## src/rtl/branch_cmp_pkg.sv

```systemverilog
// rtl/branch_cmp_pkg.sv - shared types and funct3 helpers for the serial branch comparator
package branch_cmp_pkg;

    typedef enum logic [2:0] {
        BEQ  = 3'b000,
        BNE  = 3'b001,
        BLT  = 3'b100,
        BGE  = 3'b101,
        BLTU = 3'b110,
        BGEU = 3'b111
    } funct3_t;

    typedef enum logic [1:0] {
        IDLE = 2'd0,
        RUN  = 2'd1,
        DONE = 2'd2
    } state_t;

    function automatic logic is_signed(input logic [2:0] f3);
        return (f3 == BLT) || (f3 == BGE);
    endfunction

    function automatic logic is_legal(input logic [2:0] f3);
        return !((f3 == 3'b010) || (f3 == 3'b011));
    endfunction

    // Illegal encodings never take the branch.
    function automatic logic taken_of(input logic [2:0] f3, input logic eq, input logic lt);
        logic t;
        t = 1'b0;
        case (f3)
            BEQ:        t = eq;
            BNE:        t = !eq;
            BLT, BLTU:  t = lt;
            BGE, BGEU:  t = !lt;
            default:    t = 1'b0;
        endcase
        return t;
    endfunction

endpackage

```

## src/rtl/branch_compare_serial_cmp_bit_step.sv

```systemverilog
// rtl/branch_compare_serial_cmp_bit_step.sv - one LSB-first compare step: a differing bit overrides the flags
module cmp_bit_step (
    input  logic a,
    input  logic b,
    input  logic gt_in,
    input  logic eq_in,
    input  logic lt_in,
    output logic gt_out,
    output logic eq_out,
    output logic lt_out
);

    logic diff;

    assign diff   = a ^ b;
    assign gt_out = (a & ~b) | (~diff & gt_in);
    assign lt_out = (~a & b) | (~diff & lt_in);
    assign eq_out = ~diff & eq_in;

endmodule

```

## src/rtl/branch_compare_serial.sv

```systemverilog
// rtl/branch_compare_serial.sv - bit-serial RISC-V branch condition unit with valid/ready result
module branch_compare_serial
    import branch_cmp_pkg::*;
#(
    parameter int WIDTH = 32
) (
    input  logic             clk_i,
    input  logic             rst_i,
    input  logic             start_i,
    input  logic [WIDTH-1:0] rs1_i,
    input  logic [WIDTH-1:0] rs2_i,
    input  logic [2:0]       funct3_i,
    input  logic             flush_i,
    output logic             ready_o,
    output logic             valid_o,
    input  logic             ready_i,
    output logic             taken_o,
    output logic             eq_o,
    output logic             lt_o,
    output logic             gt_o,
    output logic             err_o
);

    localparam int CW = $clog2(WIDTH);
    localparam logic [CW-1:0] LAST = CW'(WIDTH - 1);

    state_t           state;
    logic [CW-1:0]    cnt;
    logic [WIDTH-1:0] a_q, b_q;
    logic [2:0]       f3_q;
    logic             eq_q, gt_q, lt_q;

    logic bit_a, bit_b;
    logic step_gt, step_eq, step_lt;
    logic nx_gt, nx_eq, nx_lt;

    assign bit_a = a_q[cnt];
    assign bit_b = b_q[cnt];

    cmp_bit_step u_step (
        .a      (bit_a),
        .b      (bit_b),
        .gt_in  (gt_q),
        .eq_in  (eq_q),
        .lt_in  (lt_q),
        .gt_out (step_gt),
        .eq_out (step_eq),
        .lt_out (step_lt)
    );

    // The MSB is the sign bit for signed compares, so a difference there inverts the order.
    always_comb begin
        nx_gt = step_gt;
        nx_lt = step_lt;
        nx_eq = step_eq;
        if (is_signed(f3_q) && (cnt == LAST) && (bit_a != bit_b)) begin
            nx_gt = step_lt;
            nx_lt = step_gt;
        end
    end

    always_ff @(posedge clk_i) begin
        if (rst_i) begin
            state   <= IDLE;
            cnt     <= '0;
            a_q     <= '0;
            b_q     <= '0;
            f3_q    <= '0;
            eq_q    <= 1'b1;
            gt_q    <= 1'b0;
            lt_q    <= 1'b0;
            ready_o <= 1'b1;
            valid_o <= 1'b0;
            taken_o <= 1'b0;
            eq_o    <= 1'b0;
            lt_o    <= 1'b0;
            gt_o    <= 1'b0;
            err_o   <= 1'b0;
        end else if (flush_i) begin
            state   <= IDLE;
            ready_o <= 1'b1;
            valid_o <= 1'b0;
            taken_o <= 1'b0;
            eq_o    <= 1'b0;
            lt_o    <= 1'b0;
            gt_o    <= 1'b0;
            err_o   <= 1'b0;
        end else begin
            case (state)
                IDLE: begin
                    if (start_i) begin
                        a_q     <= rs1_i;
                        b_q     <= rs2_i;
                        f3_q    <= funct3_i;
                        eq_q    <= 1'b1;
                        gt_q    <= 1'b0;
                        lt_q    <= 1'b0;
                        cnt     <= '0;
                        ready_o <= 1'b0;
                        state   <= RUN;
                    end
                end
                RUN: begin
                    eq_q <= nx_eq;
                    gt_q <= nx_gt;
                    lt_q <= nx_lt;
                    if (cnt == LAST) begin
                        state   <= DONE;
                        valid_o <= 1'b1;
                        eq_o    <= nx_eq;
                        gt_o    <= nx_gt;
                        lt_o    <= nx_lt;
                        taken_o <= taken_of(f3_q, nx_eq, nx_lt);
                        err_o   <= !is_legal(f3_q);
                    end else begin
                        cnt <= cnt + 1'b1;
                    end
                end
                DONE: begin
                    if (ready_i) begin
                        state   <= IDLE;
                        ready_o <= 1'b1;
                        valid_o <= 1'b0;
                        taken_o <= 1'b0;
                        eq_o    <= 1'b0;
                        lt_o    <= 1'b0;
                        gt_o    <= 1'b0;
                        err_o   <= 1'b0;
                    end
                end
                default: state <= IDLE;
            endcase
        end
    end

endmodule

```

## config.mk

```make
export PLATFORM = sky130hd
export DESIGN_NAME = branch_compare_serial
export DESIGN_NICKNAME = d
export VERILOG_FILES = /design/src/rtl/branch_cmp_pkg.sv /design/src/rtl/branch_compare_serial_cmp_bit_step.sv /design/src/rtl/branch_compare_serial.sv
export SDC_FILE = /design/constraint.sdc
export NUM_CORES = 1
export LEC_CHECK = 0
export ABC_AREA = 1
export CORE_ASPECT_RATIO = 0.5
export CORE_MARGIN = 2
export CORE_UTILIZATION = 55
export CTS_BUF_LIST = sky130_fd_sc_hd__clkbuf_8
export CTS_CLUSTER_SIZE = 10
export DETAILED_ROUTE_END_ITERATION = 16
export PLACE_DENSITY = 0.85
export SETUP_SLACK_MARGIN = 0.1
export SKIP_CTS_REPAIR_TIMING = 1
export SLEW_MARGIN = 30
export SYNTH_ARGS = -nofsm -noshare
export SYNTH_HDL_FRONTEND = slang
export SYNTH_SLANG_ARGS = --single-unit
```

## constraint.sdc

```tcl
create_clock -name clk_i -period 3.35 [get_ports clk_i]
set_input_delay 0.5025 -clock clk_i [delete_from_list [all_inputs] [get_ports clk_i]]
set_output_delay 0.5025 -clock clk_i [all_outputs]
set_load 0.01 [all_outputs]
```

==> out/results.ini <==
[synth]
synth_area_leader_cell=dfxtp_1
ys_ff_latch=84
yosysWarnings=0
synthTopCellsByArea=dfxtp_1 (43%), nor2_1 (13%), nand2_1 (12%)
postSynthNetCount=643
yosys.area.top_type_share_pct=43.2
ys_seq_area_share_pct=43.2
post_synth.cell_area_avg_sq_um=6.86
yosysUniqueCellTypes=24
synth_cells=567
syn-cell-area_sq_mm=0.00389

[route]
detailed_route_wire_length_per_cell_microns=12.3
finalWirelength_mm=8.92
drc=0
dr.pass1.iters=5
avgViaCountPerCell=5.29
iter_0_drt_violations=245
final_antenna_net_count=0
vias=3837

[worst_hold_path]
min_to=valid_o
worstHoldPathType=reg2reg
whs_path_depth=2
worstHoldStart=valid_o

[placement]
place_area_sq_mm=0.00459
place.gp.congestion=0.920
portBuffers=78
place.detailed.hpwl_mm=5.99
place_inst=710
post-place-ws_ps=718

[sta]
final.setup_skew_ps=9.07
worst_pin_slew_ps=608
setup_tns_ps=0
drv_slew=0
timing.final.crit_period_ps=2680
rsz0062_at_grt=no
timing.final.setup_violations=0
maxClockFrequency_ghz=0.374
timing_hold_violations_final=0
post_route_worst_hold_slack_ps=445
fin_crit_sh_pct=79.9
postLayoutSetupSlackWorst_ps=675
slew_headroom_pct=59.5

[global_routing]
grt.overflow.total=0
first_global_vias=3422
antenna_found_initial=0
grt_max_degree=72
grt_pass1_wl_mm=15.1
track_usage_pct=24.2

[power]
cellPowerDensity_mw_per_mm2=437
post-layout-total-power_mw=2.09
worst_ir_drop_vdd_mv=0.203
p_leak_nw=2.07

[final_layout]
finish.cell_count_without_fillers=725
final_cell_mix=nor2_1 (138), nand2_1 (124), dfxtp_1 (84), clkdlybuf4s50_1 (78), o21ai_0 (60)
layout.filler_cells=591
areaGrowthSynthToFinish_pct=23.2
antenna_cells_inserted=0
drive_above_1_share_pct=4.90
final_design_area_no_fill_sq_mm=0.00479
layout.core_utilization_pct=70.9
layout_commonest_cell=nor2_1
design.final.nets=705

[run_status]
run_status=complete, no violations

[setup_path]
worst_setup_path_start_kind=flip-flop
timing.critical_path.buf_inv=2
cp_slowest_cell=dfxtp_1
worst_path_dominant_cell_family=simple AND/OR/NAND/NOR gates
cp_data_arrival_time_ps=2940
worstReg2RegStart=cnt[0]
critical_path.max_stage_delay_ps=660
timing.critical_path.cells=buf_4 > nand2_1 > nand3_1 > nand3_1 > nand2_1 > nand2_1 > nand2_1 > nand2_1 > nand2_2 > inv_2 > ha_1 > nor2_1 > nand2_1 > nand2_1 > nand2_1 > nand2_1 > nand3_1 > nand3_1 > a21oi_1
worst_path_most_repeated_cell=nand2_1
r2r_setup_slack_ps=670
worst_r2r_endpoint=taken_o
critical_path.endpoint_type=flip-flop
reg2reg_depth=19
cp_max_fo=13
timing_worst_setup_path_type=reg2reg
worst_endpoint_required_time_ps=3610

[clock_tree]
clkSlewWorstSetupHoldPaths_ps=80
cts.sink_count=84
h_tree_depth=3
numCtsBuffers=9
insertion_delay_ps=370
cts.path.max_buffers=2
clockRootBuffer=clkbuf_8
tritoncts=done

[die]
die_h_microns=63.5
floorplan.initialDensity_pct=57.6
core_footprint_sq_mm=0.00675
boundaryPins=79
rows=21
die_x_microns=123
design.die.area_sq_mm=0.00780

[flow_run]
cap_viol_max_count=0

area by class of cell:
| type | count | area, sq um | area share (%) |
|---|---|---|---|
| tap | 92 | 115 | 2.40 |
| clock buffer | 12 | 165 | 3.45 |
| inverter | 27 | 106 | 2.22 |
| sequential | 84 | 1680 | 35.1 |
| clock inverter | 3 | 37.5 | 0.783 |
| multi-input combinational | 423 | 1850 | 38.5 |
| timing repair buffer | 84 | 838 | 17.5 |
kinds of logic (layout without fill, tap and decap cells):
kind of cell,Yosys count,count (layout),synth area share (%)
AO/OA/AOI/OAI,88,88,11.5
XOR/XNOR,1,1,0.225
adder cells (fa/ha/maj),4,4,1.29
flip-flops,84,84,43.2
AND/OR/NAND/NOR,330,330,34.5
buffers and inverters,60,126,9.27
registers in the layout (all words and copies together), names as in the netlist:
signal,flops
err_o,1
cnt,5
taken_o,1
b_q,32
state,2
lt_q,1
ready_o,1
eq_q,1
lt_o,1
valid_o,1
a_q,32
gt_q,1
gt_o,1
f3_q,3
eq_o,1
how the worst max path moves through the flow:
| stage | start | endpoint | slack [ps] | cells past startpoint |
|---|---|---|---|---|
| after detailed placement | cnt[0] | taken_o | 720 | 19 |
| after CTS | cnt[0] | taken_o | 710 | 19 |
| after global placement | cnt[0] | taken_o | 800 | 18 |
| after global routing | cnt[0] | taken_o | 370 | 18 |
| after floorplan | cnt[1] | taken_o | 1230 | 20 |
| final | cnt[0] | taken_o | 670 | 19 |
worst reg2reg max path: stages, from the launching register on:
cell     delay [ps]
dfxtp_1         660
buf_4           290
nand2_1          70
nand3_1         100
nand3_1          80
nand2_1          70
nand2_1          50
nand2_1          70
nand2_1          60
nand2_2          70
inv_2            30
ha_1            350
nor2_1          150
nand2_1         100
nand2_1          90
nand2_1          90
nand2_1          70
nand3_1          60
nand3_1          70
a21oi_1          50
power breakdown:
group / internal (mW) / switching (mW) / leakage, nW
clock network: 0.396 / 0.342 / 0.111
logic: 0.134 / 0.136 / 1.27
registers: 1.06 / 0.0308 / 0.690
layer usage:
metal / share of wire, % / GRT usage, % / wire length [microns]
met1: 48 / 32.8 / 4290
met3: 5.9 / 5.80 / 523
met5: 0 / 0 / 0
met4: 1.9 / 10.5 / 169
met2: 44 / 36.7 / 3930
synth_stat cells, drive strengths merged:
| cell type | count |
|---|---|
| buf | 27 |
| nand2 | 127 |
| ha | 4 |
| a21oi | 13 |
| inv | 26 |
| a22oi | 1 |
| nor3 | 4 |
| dfxtp | 84 |
| clkbuf | 6 |
| xor2 | 1 |
| o21ai | 73 |
| clkinv | 1 |
| nand3 | 58 |
| o41ai | 1 |
| nor2 | 141 |
Note: power is estimated with default switching activity, not from simulation.
